**config.mk**
```make
export PLATFORM = sky130hd
export DESIGN_NAME = conv_ctrl
export DESIGN_NICKNAME = d
export VERILOG_FILES = /design/src/rtl/conv_pkg.sv /design/src/rtl/conv_delay_line.sv /design/src/rtl/conv_ctrl.sv
export SDC_FILE = /design/constraint.sdc
export NUM_CORES = 1
export LEC_CHECK = 0
export CELL_PAD_IN_SITES_DETAIL_PLACEMENT = 1
export CELL_PAD_IN_SITES_GLOBAL_PLACEMENT = 1
export CORE_ASPECT_RATIO = 0.75
export CORE_MARGIN = 2
export CORE_UTILIZATION = 35
export CTS_BUF_LIST = sky130_fd_sc_hd__clkbuf_8 sky130_fd_sc_hd__clkbuf_16
export CTS_CLUSTER_DIAMETER = 60
export DETAILED_ROUTE_END_ITERATION = 8
export PLACE_DENSITY = 0.7
export SYNTH_ARGS = -nofsm -noshare
export SYNTH_HDL_FRONTEND = slang
export SYNTH_SLANG_ARGS = --single-unit
```
**constraint.sdc**
```tcl
create_clock -name clk -period 2.8 [get_ports clk]
set_input_delay 0.42 -clock clk [delete_from_list [all_inputs] [get_ports clk]]
set_output_delay 0.42 -clock clk [all_outputs]
set_load 0.02 [all_outputs]
```
**src/rtl/conv_pkg.sv**
```systemverilog
// rtl/conv_pkg.sv - conv_ctrl FSM state type and default geometry constants
package conv_pkg;

  localparam int IMG_DEF = 28;
  localparam int AW_DEF  = 10;
  localparam int DW_DEF  = 8;

  typedef enum logic [1:0] {
    IDLE  = 2'd0,
    RUN   = 2'd1,
    DRAIN = 2'd2,
    DONE  = 2'd3
  } conv_state_t;

endpackage

```
**src/rtl/conv_delay_line.sv**
```systemverilog
// rtl/conv_delay_line.sv - DEPTH-stage 1-bit valid pipe with synchronous clear
module conv_delay_line
  import conv_pkg::*;
#(
  parameter int DEPTH = 2
) (
  input  logic clk,
  input  logic clr,
  input  logic din,
  output logic dout
);

  logic [DEPTH-1:0] pipe;

  always_ff @(posedge clk) begin
    if (clr) begin
      pipe <= '0;
    end else begin
      pipe[0] <= din;
      for (int i = 1; i < DEPTH; i++) begin
        pipe[i] <= pipe[i-1];
      end
    end
  end

  assign dout = pipe[DEPTH-1];

endmodule

```
**src/rtl/conv_ctrl.sv**
```systemverilog
// rtl/conv_ctrl.sv - 3x3 convolution frame controller; CONV_CTRL_ABORT_EN adds an abort input
module conv_ctrl
  import conv_pkg::*;
#(
  parameter int IMG     = IMG_DEF,
  parameter int AW      = AW_DEF,
  parameter int MUL_LAT = 2
) (
  input  logic          clk,
  input  logic          rst,
`ifdef CONV_CTRL_ABORT_EN
  input  logic          abort,
`endif
  input  logic          start,
  input  logic          in_valid,
  output logic          in_ready,
  output logic          shift_en,
  output logic          win_valid,
  output logic          wr_en,
  output logic [AW-1:0] wr_adr,
  output logic          busy,
  output logic          done
);

  localparam int             CW         = $clog2(IMG);
  localparam logic [CW-1:0]  LAST       = CW'(IMG - 1);
  localparam logic [CW-1:0]  TWO        = CW'(2);
  localparam logic [3:0]     DRAIN_LAST = 4'(MUL_LAT - 1);

  conv_state_t   state, state_nxt;
  logic [CW-1:0] row, col;
  logic [3:0]    drain_cnt;
  logic          last_pix;
  logic          abort_hit;
  logic          frame_go;

`ifdef CONV_CTRL_ABORT_EN
  assign abort_hit = abort & ((state == RUN) | (state == DRAIN));
`else
  assign abort_hit = 1'b0;
`endif

  assign frame_go  = (state == IDLE) & start;
  assign shift_en  = in_valid & in_ready;
  assign win_valid = shift_en & (row >= TWO) & (col >= TWO);
  assign last_pix  = shift_en & (row == LAST) & (col == LAST);

  always_ff @(posedge clk) begin
    if (rst) begin
      state <= IDLE;
    end else begin
      state <= state_nxt;
    end
  end

  always_comb begin
    state_nxt = state;
    case (state)
      IDLE:    if (start) state_nxt = RUN;
      RUN:     if (abort_hit) state_nxt = IDLE;
               else if (last_pix) state_nxt = DRAIN;
      DRAIN:   if (abort_hit) state_nxt = IDLE;
               else if (drain_cnt == DRAIN_LAST) state_nxt = DONE;
      DONE:    state_nxt = IDLE;
      default: state_nxt = IDLE;
    endcase
  end

  always_comb begin
    in_ready = 1'b0;
    busy     = 1'b0;
    done     = 1'b0;
    case (state)
      RUN: begin
        in_ready = 1'b1;
        busy     = 1'b1;
      end
      DRAIN:   busy = 1'b1;
      DONE:    done = 1'b1;
      default: ;
    endcase
  end

  // Counters only move on accepted beats, so in_valid gaps stall the raster position.
  always_ff @(posedge clk) begin
    if (rst) begin
      row       <= '0;
      col       <= '0;
      wr_adr    <= '0;
      drain_cnt <= '0;
    end else begin
      if (frame_go) begin
        row    <= '0;
        col    <= '0;
        wr_adr <= '0;
      end else begin
        if (shift_en) begin
          if (col == LAST) begin
            col <= '0;
            row <= (row == LAST) ? '0 : row + CW'(1);
          end else begin
            col <= col + CW'(1);
          end
        end
        if (wr_en) wr_adr <= wr_adr + AW'(1);
      end
      drain_cnt <= (state == DRAIN) ? drain_cnt + 4'd1 : 4'd0;
    end
  end

  conv_delay_line #(
    .DEPTH(MUL_LAT)
  ) u_delay (
    .clk (clk),
    .clr (rst | abort_hit),
    .din (win_valid),
    .dout(wr_en)
  );

endmodule

```
==> out/metrics.yaml <==
status:
  status: "completed"
worst_setup_path:
  rr_worst_depth: 5
  slowest_delay_ns: 0.55
  startpoint_type: "flop"
  worst_ep_arrival_time_ns: 2.11
  r2r-start: "state[0]"
  crit_path_top_delay_cell: "clkdlybuf4s50_1"
  worstSetupPathType: "flop to primary output"
  end_kind: "primary output"
  r2r_slack_ns: 0.98
  cp_max_fo: 4
  r2r-end: "row[1]"
  crit_required_ns: 2.38
  crit_path_cell_trace: "inv_1, ha_1, or4_1, nor2_1, nor3_1, clkdlybuf4s50_1"
clocking:
  post_cts_buffers: 0
  numClockSinks: 28
  clk_latency_ns: 0.27
  clockBufferDepth: 2
  clk_pin_slew_ns: 0.09
  cts_tree: "built"
  cts_buffers: 3
  cts_htree_levels: 1
  ctsHoldBuffers: 0
  post_cts_resized: 0
  cts-root-buf: "clkbuf_8"
power:
  ir_drop_mv: 0.2910
  p_per_area_nw_per_um2: 546.1
  power.leakage_nw: 0.6153
global_routing:
  grt_first_pass_wirelength_mm: 4.947
  antenna_found_initial: 0
  grt_pass1_vias: 1061
  grt_max_degree: 15
  grt.overflow.total: 0
  globalRouteTotalUtil: 0.1534
placement:
  hpwl_mm: 2.282
  io_buffers: 19
  place_congestion: 0.7273
  place_area_um2: 1583
synth:
  ys_seq_area_frac: 0.4183
  synth_seq_cells: 28
  post_synth_num_cell_types: 37
  yosys.area.top_type_share: 0.4183
  netlist_instances: 141
  synth.avg_cell_area_um2: 9.504
  synth.area.top_cells: "dfxtp_1 (42%), ha_1 (10%), xor2_1 (6.5%), nor2_1 (5.9%), mux2i_1 (3.7%)"
  syn_nets: 156
  syn_area_um2: 1340
  yosysWarnings: 0
  synth_top_area_cell: "dfxtp_1"
layout:
  finalInstanceArea_um2: 1624
  syn2layout_area_growth_pct: 21.20
  diodes: 0
  regArea_um2: 560.5
  multi_input_area_um2: 737.0
  utilization: 0.4436
  fin_nets: 178
  fill_cells: 443
  drive_above_1_share: 0.05590
sta:
  fin_skew_ns: 0.002747
  timing.final.crit_share: 0.9028
  final.setup.tns_ns: 0
  period_minus_slack_ns: 2.528
  drv_slew: 0
  slew_headroom: 0.7480
  hold_ws_ns: 0.4637
  worst_pin_slew_ns: 0.3772
  setup_viol: 0
  max_freq_mhz: 395.6
  hold_viol: 0
  rsz0062_at_grt: "false"
die:
  die_w_um: 75.45
  dieArea_um2: 4345
  pin_count: 20
  design.core.area_um2: 3661
  rows: 19
  die_height_um: 57.59
  start_util: 0.3660
route:
  first_pass_iters: 4
  antenna_left: 0
  drtIter0Drc: 28
  via_count: 1019
  drc: 0
  post_drt_wl_per_cell_um: 13.35
  vias_per_cell: 4.784
  wirelength_mm: 2.843
worst_hold_path:
  holdPathStages: 1
  hold_end: "u_delay.pipe[1]"
  min_path_type: "flop to flop"
  min_from: "u_delay.pipe[0]"
flow_run:
  cap_viol_max_count: 0
==> report_power, final <==
group,internal [W],switching [W],leakage (nW)
Sequential,0.000415,0.0000193,0.226
Combinational,0.000106,0.000132,0.368
Clock,0.0000967,0.000118,0.0216
==> state kept, by name, summed over array words and instances, names as in the netlist <==
signal / flops
col: 5
drain_cnt: 4
wr_adr: 10
state: 2
u_delay.pipe: 2
row: 5
==> worst max path at each step <==
stage                   from        end  slack [ns]  depth (start not counted)
global route          row[0]  win_valid        0.12                          6
detailed placement  in_valid  win_valid        0.48                          4
floorplan           state[0]  win_valid        0.99                          3
CTS                   row[0]  win_valid        0.25                          6
global placement    in_valid  win_valid        0.56                          4
finish                row[0]  win_valid        0.27                          6
==> metrics by stage <==
step	total power, W	std cells	setup WS, ns
after CTS	0.0009014	213	0.2511
after global placement	0.0006726	210	0.5616
after floorplan	0.0006001	141	0.9856
final	0.0008869	213	0.2720
after detailed placement	0.0006845	210	0.4847
after global routing	0.0009420	213	0.1246
==> cell families after synthesis <==
family | synth area share
XOR/XNOR | 0.09803
flip-flops | 0.4183
adder cells (fa/ha/maj) | 0.1027
multiplexers | 0.03735
buffers and inverters | 0.03174
AND/OR/NAND/NOR | 0.2549
AO/OA/AOI/OAI | 0.05695
==> routing by layer <==
layer | GRT usage | up-vias | wire, µm
li1 | - | 517 | -
met1 | 0.1946 | 487 | 1352
met2 | 0.2410 | 10 | 1352
met3 | 0.05477 | 5 | 97
met4 | 0.05263 | 0 | 40
met5 | 0 | - | 0
==> critical path, delay by kind of cell (launching register included) <==
family	cells	cell delay (ns)
adders and majority gates	1	0.19
DFF	1	0.39
and+or+nand+nor	3	0.65
buffers and inverters	2	0.61
==> cell type report <==
type	count	share of cell area
Inverter	6	0.01387
Clock buffer	3	0.02542
Timing Repair Buffer	20	0.1217
Multi-Input combinational cell	104	0.4538
Sequential cell	28	0.3451
Tap cell	52	0.04006
==> layout by cell type, fill, tap and decap left out, drive strengths merged, types with 2 or more instances in the layout <==
| master | synthesis | routed |
|---|---|---|
| a211oi | 2 | 2 |
| a21oi | 3 | 3 |
| and2b | 2 | 2 |
| and3 | 2 | 2 |
| and4 | 3 | 3 |
| clkbuf | 1 | 3 |
| clkdlybuf4s50 | 0 | 19 |
| dfxtp | 28 | 28 |
| ha | 11 | 11 |
| inv | 6 | 6 |
| mux2i | 5 | 5 |
| nand2 | 5 | 5 |
| nand2b | 3 | 3 |
| nand3 | 5 | 5 |
| nand4 | 4 | 4 |
| nor2 | 21 | 21 |
| nor2b | 3 | 3 |
| nor3 | 4 | 4 |
| o21ai | 2 | 2 |
| o21bai | 2 | 2 |
| or2b | 2 | 2 |
| or3 | 2 | 2 |
| or4 | 2 | 2 |
| xnor2 | 5 | 5 |
| xor2 | 10 | 10 |
==> synth_stat cells <==
cell type and instances:
a21oi_1 2, a21oi_2 1, or2b_1 2, and2b_1 1, nand2b_2 1, and3_1 2
mux2i_1 5, and2_1 1, a221o_1 1, xor2_1 10, a21o_1 1, nand2b_1 2
xnor2_1 5, buf_2 1, or4_1 2, and4_1 3, nand2_1 5, clkbuf_1 1
and2b_4 1, or3b_1 1, nor2_1 21, dfxtp_1 28, or3_1 2, nand4_1 3
nand3b_1 1, o21bai_1 2, nand3_1 5, o21ai_0 2, inv_2 1, ha_1 11
buf_6 1, a211oi_1 2, nor4_1 1, nor2b_1 3, inv_1 5, nand4_2 1
nor3_1 4
No activity file was read; power rests on OpenSTA's default activity.
